[src/rtl/druaga_input_pkg.sv]
// Shared constants for the Druaga input conditioning block: PS/2 scan codes,
// joystick bit positions, key register slots and the coin FSM state type.
package druaga_input_pkg;

    localparam logic [8:0] SC_UP        = 9'h075;
    localparam logic [8:0] SC_DOWN      = 9'h072;
    localparam logic [8:0] SC_LEFT      = 9'h06B;
    localparam logic [8:0] SC_RIGHT     = 9'h074;
    localparam logic [8:0] SC_SPACE     = 9'h029;
    localparam logic [8:0] SC_CTRL      = 9'h014;
    localparam logic [8:0] SC_F1        = 9'h005;
    localparam logic [8:0] SC_F2        = 9'h006;
    localparam logic [8:0] SC_START1    = 9'h016;
    localparam logic [8:0] SC_START2    = 9'h01E;
    localparam logic [8:0] SC_COIN1     = 9'h02E;
    localparam logic [8:0] SC_COIN2     = 9'h036;
    localparam logic [8:0] SC_P2_UP     = 9'h02D;
    localparam logic [8:0] SC_P2_DOWN   = 9'h02B;
    localparam logic [8:0] SC_P2_LEFT   = 9'h023;
    localparam logic [8:0] SC_P2_RIGHT  = 9'h034;
    localparam logic [8:0] SC_P2_TRIG1  = 9'h01C;
    localparam logic [8:0] SC_P2_TRIG2  = 9'h01B;

    localparam int JB_RIGHT  = 0;
    localparam int JB_LEFT   = 1;
    localparam int JB_DOWN   = 2;
    localparam int JB_UP     = 3;
    localparam int JB_TRIG1  = 4;
    localparam int JB_TRIG2  = 5;
    localparam int JB_START1 = 6;
    localparam int JB_START2 = 7;
    localparam int JB_COIN   = 8;

    localparam int NUM_KEYS = 18;
    localparam logic [4:0] K_UP        = 5'd0;
    localparam logic [4:0] K_DOWN      = 5'd1;
    localparam logic [4:0] K_LEFT      = 5'd2;
    localparam logic [4:0] K_RIGHT     = 5'd3;
    localparam logic [4:0] K_TRIG1     = 5'd4;
    localparam logic [4:0] K_TRIG2     = 5'd5;
    localparam logic [4:0] K_F1        = 5'd6;
    localparam logic [4:0] K_F2        = 5'd7;
    localparam logic [4:0] K_START1    = 5'd8;
    localparam logic [4:0] K_START2    = 5'd9;
    localparam logic [4:0] K_COIN1     = 5'd10;
    localparam logic [4:0] K_COIN2     = 5'd11;
    localparam logic [4:0] K_P2_UP     = 5'd12;
    localparam logic [4:0] K_P2_DOWN   = 5'd13;
    localparam logic [4:0] K_P2_LEFT   = 5'd14;
    localparam logic [4:0] K_P2_RIGHT  = 5'd15;
    localparam logic [4:0] K_P2_TRIG1  = 5'd16;
    localparam logic [4:0] K_P2_TRIG2  = 5'd17;

    typedef enum logic [1:0] {
        IDLE     = 2'd0,
        PULSE    = 2'd1,
        WAIT_REL = 2'd2
    } coin_state_t;

    typedef struct packed {
        logic       hit;
        logic [4:0] idx;
    } key_slot_t;

    // Arrow keys are matched on the low byte only, so both the extended and
    // the keypad variants drive the same direction.
    function automatic key_slot_t key_lookup(input logic [8:0] code);
        key_slot_t r;
        r.hit = 1'b1;
        r.idx = K_UP;
        if (code[7:0] == SC_UP[7:0])         r.idx = K_UP;
        else if (code[7:0] == SC_DOWN[7:0])  r.idx = K_DOWN;
        else if (code[7:0] == SC_LEFT[7:0])  r.idx = K_LEFT;
        else if (code[7:0] == SC_RIGHT[7:0]) r.idx = K_RIGHT;
        else begin
            case (code)
                SC_SPACE:    r.idx = K_TRIG1;
                SC_CTRL:     r.idx = K_TRIG2;
                SC_F1:       r.idx = K_F1;
                SC_F2:       r.idx = K_F2;
                SC_START1:   r.idx = K_START1;
                SC_START2:   r.idx = K_START2;
                SC_COIN1:    r.idx = K_COIN1;
                SC_COIN2:    r.idx = K_COIN2;
                SC_P2_UP:    r.idx = K_P2_UP;
                SC_P2_DOWN:  r.idx = K_P2_DOWN;
                SC_P2_LEFT:  r.idx = K_P2_LEFT;
                SC_P2_RIGHT: r.idx = K_P2_RIGHT;
                SC_P2_TRIG1: r.idx = K_P2_TRIG1;
                SC_P2_TRIG2: r.idx = K_P2_TRIG2;
                default:     r.hit = 1'b0;
            endcase
        end
        return r;
    endfunction

    // Reorders joystick bits into the core's {trig2, trig1, left, down, right, up}.
    function automatic logic [5:0] joy_to_inp(input logic [5:0] j);
        return {j[JB_TRIG2], j[JB_TRIG1], j[JB_LEFT], j[JB_DOWN], j[JB_RIGHT], j[JB_UP]};
    endfunction

endpackage

[src/rtl/druaga_input_cond_if.sv]
// Bundle of raw controller inputs and conditioned core-facing outputs.
interface druaga_input_cond_if;
    logic [10:0] PS2_KEY;
    logic [15:0] JOY1;
    logic [15:0] JOY2;
    logic        CABINET;
    logic        VBLK;
    logic [5:0]  INP0;
    logic [5:0]  INP1;
    logic [2:0]  INP2;

    modport master (
        output PS2_KEY, JOY1, JOY2, CABINET, VBLK,
        input  INP0, INP1, INP2
    );

    modport slave (
        input  PS2_KEY, JOY1, JOY2, CABINET, VBLK,
        output INP0, INP1, INP2
    );
endinterface

[src/rtl/coin_pulse.sv]
// Converts a coin request into one pulse lasting COIN_FRAMES VBLK rising edges,
// then locks out until the request is released.
module coin_pulse
    import druaga_input_pkg::*;
#(
    parameter int COIN_FRAMES = 4,
    parameter int CNT_W       = 4
) (
    input  logic MCLK,
    input  logic RESET,
    input  logic req,
    input  logic vblk_rise,
    output logic pulse
);
    coin_state_t      state_q, state_d;
    logic [CNT_W-1:0] cnt_q, cnt_d;
    logic             pulse_q, pulse_d;

    always_comb begin
        state_d = state_q;
        cnt_d   = cnt_q;
        case (state_q)
            IDLE: begin
                if (req) begin
                    state_d = PULSE;
                    cnt_d   = CNT_W'(COIN_FRAMES);
                end
            end
            // The request is not looked at here, so a release or re-press
            // can neither shorten nor extend the pulse.
            PULSE: begin
                if (vblk_rise) begin
                    cnt_d = cnt_q - CNT_W'(1);
                    if (cnt_q == CNT_W'(1)) state_d = WAIT_REL;
                end
            end
            WAIT_REL: begin
                if (!req) state_d = IDLE;
            end
            default: state_d = IDLE;
        endcase
        pulse_d = (state_d == PULSE);
    end

    always_ff @(posedge MCLK) begin
        if (RESET) begin
            state_q <= IDLE;
            cnt_q   <= '0;
            pulse_q <= 1'b0;
        end else begin
            state_q <= state_d;
            cnt_q   <= cnt_d;
            pulse_q <= pulse_d;
        end
    end

    assign pulse = pulse_q;
endmodule

[src/rtl/druaga_input_cond.sv]
// Druaga input conditioning: PS/2 key decode, joystick merge with cabinet
// mapping, and frame-timed coin pulses, all registered toward the core.
module druaga_input_cond
    import druaga_input_pkg::*;
#(
    parameter int COIN_FRAMES = 4,
    parameter int CNT_W       = 4
) (
    input  logic               MCLK,
    input  logic               RESET,
    druaga_input_cond_if.slave bus
);
    logic                tog_q, tog_d;
    logic                vblk_q, vblk_d;
    logic [NUM_KEYS-1:0] key_q, key_d;
    logic [5:0]          inp0_q, inp0_d;
    logic [5:0]          inp1_q, inp1_d;
    logic [1:0]          start_q, start_d;
    logic                key_ev, vblk_rise;
    logic                req1, req2, pulse1, pulse2;
    logic [5:0]          p1_raw, p2_raw;
    key_slot_t           slot;
    logic                unused_joy_hi;

    assign unused_joy_hi = ^{bus.JOY1[15:9], bus.JOY2[15:9]};

    always_comb begin
        tog_d     = bus.PS2_KEY[10];
        vblk_d    = bus.VBLK;
        key_ev    = bus.PS2_KEY[10] ^ tog_q;
        vblk_rise = bus.VBLK & ~vblk_q;
        slot      = key_lookup(bus.PS2_KEY[8:0]);

        key_d = key_q;
        if (key_ev && slot.hit) begin
            for (int i = 0; i < NUM_KEYS; i++) begin
                if (slot.idx == 5'(i)) key_d[i] = bus.PS2_KEY[9];
            end
        end

        // Upright cabinets share one set of controls, so P2 also drives P1.
        p2_raw = {key_q[K_P2_TRIG2], key_q[K_P2_TRIG1], key_q[K_P2_LEFT],
                  key_q[K_P2_DOWN], key_q[K_P2_RIGHT], key_q[K_P2_UP]}
               | joy_to_inp(bus.JOY2[5:0]);
        p1_raw = {key_q[K_TRIG2], key_q[K_TRIG1], key_q[K_LEFT],
                  key_q[K_DOWN], key_q[K_RIGHT], key_q[K_UP]}
               | joy_to_inp(bus.JOY1[5:0])
               | (bus.CABINET ? 6'b0 : p2_raw);

        inp0_d  = p1_raw;
        inp1_d  = p2_raw;
        start_d = {key_q[K_F2] | key_q[K_START2] | bus.JOY1[JB_START2] | bus.JOY2[JB_START2],
                   key_q[K_F1] | key_q[K_START1] | bus.JOY1[JB_START1] | bus.JOY2[JB_START1]};
        req1    = key_q[K_F1] | key_q[K_COIN1] | bus.JOY1[JB_COIN];
        req2    = key_q[K_F2] | key_q[K_COIN2] | bus.JOY2[JB_COIN];
    end

    // Edge trackers load the live input even in reset so nothing fires right after it.
    always_ff @(posedge MCLK) begin
        tog_q  <= tog_d;
        vblk_q <= vblk_d;
        if (RESET) begin
            key_q   <= '0;
            inp0_q  <= '0;
            inp1_q  <= '0;
            start_q <= '0;
        end else begin
            key_q   <= key_d;
            inp0_q  <= inp0_d;
            inp1_q  <= inp1_d;
            start_q <= start_d;
        end
    end

    coin_pulse #(.COIN_FRAMES(COIN_FRAMES), .CNT_W(CNT_W)) u_coin1 (
        .MCLK      (MCLK),
        .RESET     (RESET),
        .req       (req1),
        .vblk_rise (vblk_rise),
        .pulse     (pulse1)
    );

    coin_pulse #(.COIN_FRAMES(COIN_FRAMES), .CNT_W(CNT_W)) u_coin2 (
        .MCLK      (MCLK),
        .RESET     (RESET),
        .req       (req2),
        .vblk_rise (vblk_rise),
        .pulse     (pulse2)
    );

    assign bus.INP0 = inp0_q;
    assign bus.INP1 = inp1_q;
    assign bus.INP2 = {pulse1 | pulse2, start_q};
endmodule

[src/flat_wrapper.sv]
// flat-port wrapper written by rule: the top's interface ports become plain ports
module druaga_input_cond_flat import druaga_input_pkg::*;
#(
    parameter int COIN_FRAMES = 4,
    parameter int CNT_W       = 4
)
  (MCLK, RESET, bus_PS2_KEY, bus_JOY1, bus_JOY2, bus_CABINET, bus_VBLK, bus_INP0, bus_INP1, bus_INP2);
  druaga_input_cond_if bus_i ();
  input  logic MCLK;
  input  logic RESET;
  input wire logic [$bits(bus_i.PS2_KEY)-1:0] bus_PS2_KEY;
  input wire logic [$bits(bus_i.JOY1)-1:0] bus_JOY1;
  input wire logic [$bits(bus_i.JOY2)-1:0] bus_JOY2;
  input wire logic [$bits(bus_i.CABINET)-1:0] bus_CABINET;
  input wire logic [$bits(bus_i.VBLK)-1:0] bus_VBLK;
  output wire logic [$bits(bus_i.INP0)-1:0] bus_INP0;
  output wire logic [$bits(bus_i.INP1)-1:0] bus_INP1;
  output wire logic [$bits(bus_i.INP2)-1:0] bus_INP2;
  assign bus_i.PS2_KEY = bus_PS2_KEY;
  assign bus_i.JOY1 = bus_JOY1;
  assign bus_i.JOY2 = bus_JOY2;
  assign bus_i.CABINET = bus_CABINET;
  assign bus_i.VBLK = bus_VBLK;
  assign bus_INP0 = bus_i.INP0;
  assign bus_INP1 = bus_i.INP1;
  assign bus_INP2 = bus_i.INP2;
  druaga_input_cond #(.COIN_FRAMES(COIN_FRAMES), .CNT_W(CNT_W)) u_core (.MCLK(MCLK), .RESET(RESET), .bus(bus_i));
endmodule
[config.mk]
export PLATFORM = sky130hd
export DESIGN_NAME = druaga_input_cond_flat
export DESIGN_NICKNAME = d
export VERILOG_FILES = /design/src/rtl/druaga_input_pkg.sv /design/src/rtl/druaga_input_cond_if.sv /design/src/rtl/coin_pulse.sv /design/src/rtl/druaga_input_cond.sv /design/src/flat_wrapper.sv
export SDC_FILE = /design/constraint.sdc
export NUM_CORES = 1
export LEC_CHECK = 0
export CAP_MARGIN = 25
export CORE_MARGIN = 5
export CORE_UTILIZATION = 53
export CTS_CLUSTER_DIAMETER = 80
export DETAILED_ROUTE_END_ITERATION = 12
export GPL_ROUTABILITY_DRIVEN = 0
export GPL_TIMING_DRIVEN = 0
export PLACE_DENSITY_LB_ADDON = 0.12
export SLEW_MARGIN = 20
export SYNTH_ARGS = -nofsm -noshare
export SYNTH_HDL_FRONTEND = slang
export SYNTH_SLANG_ARGS = --single-unit
[constraint.sdc]
create_clock -name MCLK -period 3 [get_ports MCLK]
set_input_delay 0.6 -clock MCLK [delete_from_list [all_inputs] [get_ports MCLK]]
set_output_delay 0.6 -clock MCLK [all_outputs]
set_load 0.05 [all_outputs]
### Word-level counts from Yosys, hierarchy flattened

Index checks and enable logic that the tools add are counted.

* register bits after elaboration: 48
* output and inout bits: 15
* logic and storage cells: 149

* $add $sub $neg: 2
* eq/ne operators: 47
* mux-type cells: 27
* bitwise gates (word level): 17
* reduce and logical (&&, ||, !) cells: 27

Operators with widths (number)
* 5-bit one-hot mux with 14 select lines: 1
* 9-bit by 6-bit equality test with 1-bit output, second input constant: 7
* 9-bit by 5-bit equality test with 1-bit output, second input constant: 5
* 5-bit by 4-bit equality test with 1-bit output, second input constant: 8
* 2-bit AND reduction: 18
* 8-bit by 7-bit equality test with 1-bit output, second input constant: 4
* 5-bit by 3-bit equality test with 1-bit output, second input constant: 4
* 5-bit 2-to-1 mux: 4
* 9-bit by 3-bit equality test with 1-bit output, second input constant: 2
* 6-bit OR: 3
* 2-bit 2-to-1 mux: 8
* 4-bit 2-to-1 mux: 4
* 4-bit one-hot mux with 2 select lines: 2
* 14-bit OR reduction: 1
* 2-bit one-hot mux with 3 select lines: 2
* 1-bit OR: 11
* 5-bit by 2-bit equality test with 1-bit output, second input constant: 2
* 5-bit equality test, second input constant: 2
* 2-bit by 1-bit equality test with 1-bit output, second input constant: 4
* 4-bit by 1-bit equality test with 1-bit output, second input constant: 2
* 4-bit by 1-bit subtractor with 4-bit output, second input constant: 2
* 6-bit 2-to-1 mux: 1
* 2-bit inequality test, second input constant: 3
* 3-bit AND reduction: 2
* other kinds (11): 18

### Depth between registers and ports, before layout

Gate-level depths: netlist (run 1).

* word-level depth: 9
* mapped depth: 8

### Cells and area by module

A second synthesis (run 1) with hierarchy kept.

* cells, all modules: 316
* area, all modules: 2765.2 µm²

Modules (own cells, without submodules)
* druaga_input_cond: times used 1, cells each 234, area each 1999.4 µm², seq. area each 680.7 µm²
* coin_pulse: times used 2, cells each 41, area each 382.9 µm², seq. area each 140.1 µm²

### Worst setup path after synthesis (run 1)

No wires, ideal clock.

* path kind: input to register
* from: input bus_PS2_KEY[0]
* to: register u_core.key_q[9]
* library setup time: 0.128 ns
* arrival time: 1.818 ns
* required time: 2.872 ns
* setup slack: 1.054 ns
* cell stages on the path: 7
* buffers on the path: 1
* path through: buf_8 > and3b_1 > o2111a_2 > nor4b_4 > o21ai_2 > mux2i_1 > nor2_1

* word-level cells in the longest chain between the ends: 9
* elaborated cells between the ends (all ways): 32

Ends and longest elaborated chain
* start, declared: RTL line flat_wrapper.sv:11 `input wire logic [$bits(bus_i.PS2_KEY)-1:0] bus_PS2_KEY;`
* parallel branches: the longest is 8 deep, another holds 5-bit one-hot mux with 14 select lines
* 2-bit AND reduction (no line) *
* end signal, assigned: RTL line druaga_input_cond.sv:68 `key_q <= key_d;`
* end, declared: RTL line druaga_input_cond.sv:15 `logic [NUM_KEYS-1:0] key_q, key_d;`

Mark *: on every way between the ends.
A chain may end at the register's enable or synchronous reset.

### Final worst setup path (run 1)

* from: input bus_PS2_KEY[7]
* to: register u_core.key_q[6]

* word-level cells in the longest chain between the ends: 9
* elaborated cells between the ends (all ways): 32

Ends and longest elaborated chain
* parallel branches: the longest is 8 deep, another holds 5-bit one-hot mux with 14 select lines
* 2-bit AND reduction (no line) *

Marks and branches as above.

==> results of run 1 <==
==> final cells by class <==
| cell class | count | area [sq um] | share of cell area |
|---|---|---|---|
| inverters | 8 | 30.0 | 0.00959 |
| plain buffers | 13 | 91.3 | 0.0292 |
| clock inverters | 2 | 60.1 | 0.0192 |
| multi-input cells | 209 | 1390 | 0.445 |
| well taps | 52 | 65.1 | 0.0208 |
| repair buffers | 46 | 460 | 0.147 |
| flip-flops and latches | 48 | 961 | 0.307 |
| clock buffers | 5 | 68.8 | 0.0220 |
==> final timing paths <==
| kind | startpoint | end | slack, ns | cells after the start |
|---|---|---|---|---|
| worst max-delay path | bus_PS2_KEY[7] | u_core.key_q[6]$_SDFFE_PP0P_ | 0.61 | 7 |
| worst min-delay path | u_core.key_q[11]$_SDFFE_PP0P_ | u_core.key_q[11]$_SDFFE_PP0P_ | 0.47 | 2 |
| worst max register to register | u_core.vblk_q$_DFF_P_ | u_core.u_coin1.state_q[1]$_SDFF_PP0_ | 1.40 | 5 |
| worst min register to register | u_core.key_q[11]$_SDFFE_PP0P_ | u_core.key_q[11]$_SDFFE_PP0P_ | 0.47 | 2 |
==> registers in the layout, indices dropped and copies added (netlist names) <==
register,cells
u_core.u_coin2.state_q,2
u_core.start_q,2
u_core.u_coin1.state_q,2
u_core.u_coin2.cnt_q,4
u_core.tog_q,1
u_core.bus.INP0,6
u_core.vblk_q,1
u_core.bus.INP1,6
u_core.key_q,18
u_core.u_coin1.cnt_q,4
u_core.u_coin1.pulse,1
u_core.u_coin2.pulse,1
==> routing by layer <==
| metal | track usage | vias to the layer above | share of wire |
|---|---|---|---|
| met4 | 0.0420 | 0 | 0.0099 |
| met2 | 0.296 | 49 | 0.46 |
| met1 | 0.244 | 967 | 0.47 |
| li1 | - | 1072 | - |
| met3 | 0.0561 | 6 | 0.060 |
| met5 | 0 | - | 0 |
==> power breakdown <==
| part | internal, mW | switching, mW |
|---|---|---|
| clock network | 0.328 | 0.205 |
| logic | 0.115 | 0.143 |
| registers | 0.662 | 0.0141 |
| total | 1.10 | 0.362 |
==> worst max-delay path: cells and delay by family <==
kind	cells	cell delay, ns
AO/OA/AOI/OAI	3	0.75
AND/OR/NAND/NOR	3	0.69
buffers and inverters	1	0.52
==> per-stage QoR <==
step | hold slack [ns] | power, mW | cells | area, sq um | utilization
2_1_floorplan | 0.432 | 0.848 | 278 | 2480 | -
3_3_place_gp | 0.451 | 0.944 | 376 | 3000 | 0.675
3_5_place_dp | 0.457 | 0.948 | 376 | 3000 | 0.675
4_1_cts | 0.469 | 1.47 | 383 | 3130 | 0.704
5_1_grt | 0.492 | 1.53 | 383 | 3130 | 0.704
6_report | 0.471 | 1.47 | 383 | 3130 | 0.704
==> Yosys cell counts (2+ instances only) <==
cell type and count:
a2111oi_0 2, a21oi_1 12, a311oi_1 2, a32oi_1 2, and3b_1 3, buf_6 4
clkbuf_1 7, dfxtp_1 48, ha_1 4, inv_1 8, mux2i_1 12, nand2_1 21
nand2b_1 19, nand3_1 6, nand3b_1 4, nor2_1 45, nor2b_1 4, nor3_1 16
nor3b_1 3, nor4_1 3, nor4_4 2, nor4b_4 3, o2111ai_1 3, o21ai_0 4
o21ai_1 3, o21bai_1 3, or2_2 2, xnor2_1 4, xor2_1 3
==> cells by family after synthesis <==
family / count (synthesis)
fa+ha+maj: 4
flops: 48
simple gates: 142
compound gates: 44
mux: 12
buf+inv: 21
xor+xnor: 7
==> metrics.yaml, run 1 <==
status:
  status: "finished, final reports clean"
setup_path:
  crit_required_ns: 3.19
  arrival_ns: 2.58
  path_class: "in -> reg"
  critPathLaunchType: "primary input"
  worstSetupEndpointType: "register"
  crit_slowest_cell: "clkdlybuf4s50_1"
  critPathMaxStageDelay_ns: 0.52
  crit_fanout: 6
  crit_chain: "clkdlybuf4s50_1, nor4_4, o2111ai_2, a211oi_2, nand2b_1, nand3b_1, o21ai_1"
clocking:
  ctsRootBufferMaster: "clkbuf_8"
  cts.sinks: 48
  post_cts_resized: 0
  post_cts_buffers: 0
  clk_latency_ns: 0.29
  holdBufCountCts: 0
  cts_buffers: 5
  clk_pin_slew_ns: 0.09
  cts_tree: "built"
  ctsHtreeMaxLevel: 2
  clockBufferDepth: 2
grt:
  grt-ovfl-total: 0
  grt_max_degree: 15
  grtUsageTotal: 0.184
  grt_pass1_wl_microns: 9250
  first_global_vias: 2007
  antenna_found_initial: 0
sta:
  min_period_ns: 2.39
  drv_slew: 0
  post-route-period-util: 0.795
  max_freq_mhz: 419
  finalSetupTns_ns: 0
  tightest_slew_ns: 0.563
  rsz0062_at_grt: "false"
  finalSetupViolCount: 0
  max-slew-margin-rel: 0.622
  hold_viol_final: 0
  worst_slack_ns: 0.615
  fin_skew_ns: 0.00381
die:
  initial_core_util: 0.557
  die-area_sq_um: 6140
  core_area_sq_um: 4440
  die_x_microns: 78.4
  die_y_microns: 78.4
  num_io_pins: 62
  num_rows: 24
logic_synthesis:
  ys.flop_type: "dfxtp_1"
  yosys.area.top_type: "dfxtp_1"
  synth_mux_area_frac: 0.0485
  synth_compound_area_frac: 0.139
  synth_top_family_by_area: "simple AND/OR/NAND/NOR gates"
  yosys_warnings: 0
  yosysSeqAreaShare: 0.388
  async_flop_share: 0
  syn_area_sq_um: 2480
  synthSimpleGateAreaFrac: 0.330
  synth_cell_types: 55
  synth_edf_count: 0
  synthCells: 278
  syn-num-nets: 329
  synthAdderAreaFrac: 0.0202
  synth_top_cell_area_share: 0.388
  syn_avg_cell_area_sq_um: 8.91
  synthXorXnorAreaFrac: 0.0248
  synthTopCellsByArea: "dfxtp_1, nor2_1, mux2i_1, nand2b_1, nor3_1"
  ys_ff_latch: 48
layout:
  n_fill_cell: 369
  antenna_cells: 0
  fin_nets: 382
  mostFrequentLayoutCell: "dfxtp_1"
  layout-drive-gt1-share: 0.103
  final_cell_mix: "dfxtp_1, clkdlybuf4s50_1, nor2_1, nand2_1, nand2b_1"
  area_growth_pct: 26.4
place:
  port_buffers: 46
  dpl.hpwl_microns: 4060
  dp_slack_ns: 0.341
power:
  powerDensity_nw_per_um2: 469
  peakVddDrop_mv: 0.345
  leakagePower_nw: 1.22
drt:
  antenna_left: 0
  drt-initial-drc-count: 112
  route.vias.total: 2094
  first_pass_iters: 4
  drc_errors: 0
  wl_per_cell_microns: 14.2
  vias_per_cell: 5.47
  wirelength_microns: 5450
flow_run:
  drv_cap: 0
worst_hold_path:
  min_path_type: "reg -> reg"
Note: power is estimated with default switching activity, not from simulation.
==> run 2: changes to the inputs <==
--- a/config.mk
+++ b/config.mk
@@ -7,7 +7,7 @@
 export LEC_CHECK = 0
 export CAP_MARGIN = 25
 export CORE_MARGIN = 5
-export CORE_UTILIZATION = 53
+export CORE_UTILIZATION = 49
 export CTS_CLUSTER_DIAMETER = 80
 export DETAILED_ROUTE_END_ITERATION = 12
 export GPL_ROUTABILITY_DRIVEN = 0
==> constraint.sdc (replaced) <==
create_clock -name MCLK -period 2.33 [get_ports MCLK]
set_input_delay 0.466 -clock MCLK [delete_from_list [all_inputs] [get_ports MCLK]]
set_output_delay 0.466 -clock MCLK [all_outputs]
set_load 0.05 [all_outputs]
==> run 2 against run 1 <==
  * Hold slack got worse by 0.0082 ns
  * Count of clock-buffer cells in the layout unchanged
  * Register-to-register slack worse by 0.68 ns
  * Largest power group unchanged
  * Highest routed layer unchanged
==> metrics.yaml, run 2 (synthesis results as in run 1) <==
grt:
  grt-ovfl-total: 0  # unchanged
  antenna_found_initial: 0  # unchanged
  first_global_vias: 2018  # was 2007
  grt_max_degree: 16  # was 15
  grt_pass1_wl_microns: 9440  # was 9250 microns
  grtUsageTotal: 0.183  # was 0.184
sta:
  drv_slew: 0  # unchanged
  finalSetupTns_ns: 0  # unchanged
  hold_ws_ns: 0.463  # was 0.471 ns
  max-slew-margin-rel: 0.544  # was 0.622
  fin_skew_ns: 0.00553  # was 0.00381 ns
  max_freq_mhz: 447
  hold_viol_final: 0  # unchanged
  rsz0062_at_grt: "false"  # unchanged
  finalSetupViolCount: 0  # unchanged
  min_period_ns: 2.24
  tightest_slew_ns: 0.678  # was 0.563 ns
  worst_slack_ns: 0.0927  # was 0.615 ns
  post-route-period-util: 0.960
die:
  num_rows: 25  # was 24
  die-area_sq_um: 6570  # was 6140 sq um
  num_io_pins: 62  # unchanged
  initial_core_util: 0.514  # was 0.557
  die_y_microns: 81.1  # was 78.4 microns
  die_x_microns: 81.1  # was 78.4 microns
  core_area_sq_um: 4820  # was 4440 sq um
setup_path:
  crit_buf_inv: 2  # was 1
  arrival_ns: 2.46  # was 2.58 ns
  crit_required_ns: 2.56  # was 3.19 ns
  crit_chain: "clkdlybuf4s50_1, nor4_4, buf_4, nand2_2, o311a_4, nor4b_4, nand2_1, mux2i_1"  # was clkdlybuf4s50_1, nor4_4, o2111ai_2, a211oi_2, nand2b_1, nand3b_1, o21ai_1
  crit_fanout: 6  # unchanged
  path_class: "in -> reg"  # unchanged
  crit_slowest_cell: "clkdlybuf4s50_1"  # unchanged
  critPathLaunchType: "primary input"  # unchanged
  crit_family: "simple AND/OR/NAND/NOR gates"  # was compound AO/OA/AOI/OAI gates
  critPathMaxStageDelay_ns: 0.51  # was 0.52 ns
  worstSetupEndpointType: "register"  # unchanged
clocking:
  cts.sinks: 48  # unchanged
  holdBufCountCts: 0  # unchanged
  cts_buffers: 5  # unchanged
  clk_pin_slew_ns: 0.08  # was 0.09 ns
  cts_tree: "built"  # unchanged
  clockBufferDepth: 2  # unchanged
  clk_latency_ns: 0.30  # was 0.29 ns
  ctsRootBufferMaster: "clkbuf_8"  # unchanged
  ctsHtreeMaxLevel: 2  # unchanged
layout:
  stdcell_area_sq_um: 3130  # unchanged
  stdcell_count: 401  # was 383
  antenna_cells: 0  # unchanged
  fin_nets: 384  # was 382
  area_growth_pct: 26.4  # unchanged
  layout-drive-gt1-share: 0.111  # was 0.103
  largest_reg_flops: 18  # unchanged
  n_fill_cell: 448  # was 369
  mostFrequentLayoutCell: "dfxtp_1"  # unchanged
  final_cell_mix: "dfxtp_1, clkdlybuf4s50_1, nor2_1, nand2_1, nand2b_1"  # unchanged
  post-route-util: 0.650  # was 0.704
  top_register: "u_core.key_q"  # unchanged
drt:
  vias_per_cell: 5.12  # was 5.47
  drc_errors: 0  # unchanged
  wirelength_microns: 5520  # was 5450 microns
  wl_per_cell_microns: 13.8  # was 14.2 microns
  route.vias.total: 2053  # was 2094
  drt-initial-drc-count: 118  # was 112
  antenna_left: 0  # unchanged
  first_pass_iters: 4  # unchanged
place:
  dpl.hpwl_microns: 4200  # was 4060 microns
  port_buffers: 46  # unchanged
  postPlaceCellArea_sq_um: 3020  # was 3000 sq um
  dp.cells: 391  # was 376
  dp_slack_ns: -0.273  # was 0.341 ns
power:
  leakagePower_nw: 1.21  # was 1.22 nW
  power_mw: 1.69  # was 1.47 mW
  powerDensity_nw_per_um2: 540  # was 469 nW/um^2
  peakVddDrop_mv: 0.325  # was 0.345 mV
status:
  status: "finished, final reports clean"  # unchanged
worst_hold_path:
  min_path_type: "reg -> reg"  # unchanged
flow_run:
  drv_cap: 0  # unchanged
## run 2: worst paths after layout
| path | from | to | slack (ns) | cells past startpoint |
|---|---|---|---|---|
| hold / removal | u_core.key_q[11]$_SDFFE_PP0P_ | u_core.key_q[11]$_SDFFE_PP0P_ | 0.46 | 2 |
| setup / recovery | bus_PS2_KEY[8] | u_core.key_q[16]$_SDFFE_PP0P_ | 0.09 | 8 |
| setup reg to reg | u_core.key_q[7]$_SDFFE_PP0P_ | u_core.u_coin2.cnt_q[2]$_SDFFE_PP0P_ | 0.72 | 6 |
| hold reg to reg | u_core.key_q[11]$_SDFFE_PP0P_ | u_core.key_q[11]$_SDFFE_PP0P_ | 0.46 | 2 |
## run 2: repair_timing
item	CTS	global route
gates resized for setup	0	1
setup buffers	0	2
endpoints found under the hold margin	0	0
setup endpoints to repair	0	10
## run 2: metal layers
metal,vias to the layer above,routed length [microns],global-route usage
met5,-,0,0
met4,0,46,0.0591
met3,4,312,0.0410
met2,41,2540,0.302
met1,932,2620,0.237
li1,1076,-,-
## run 2: area by class of cell
type	instances	area (sq um)	area share
Multi-Input combinational cell	209	1400	0.448
Tap cell	67	83.8	0.0268
Timing Repair Buffer	48	475	0.152
Buffer	13	91.3	0.0292
Clock inverter	3	18.8	0.00600
Sequential cell	48	961	0.307
Clock buffer	5	68.8	0.0220
Inverter	8	30.0	0.00959
## run 2: worst register-to-register path: stages (launching register included)
cell	delay, ns
dfxtp_1	0.33
or3_1	0.40
o21bai_1	0.25
a21oi_1	0.16
nand2_1	0.13
xnor2_1	0.07
o21ba_2	0.19
## run 2: report_power, final
group,internal [mW],switching [mW]
combinational,0.149,0.186
clock,0.209,0.275
sequential,0.852,0.0184
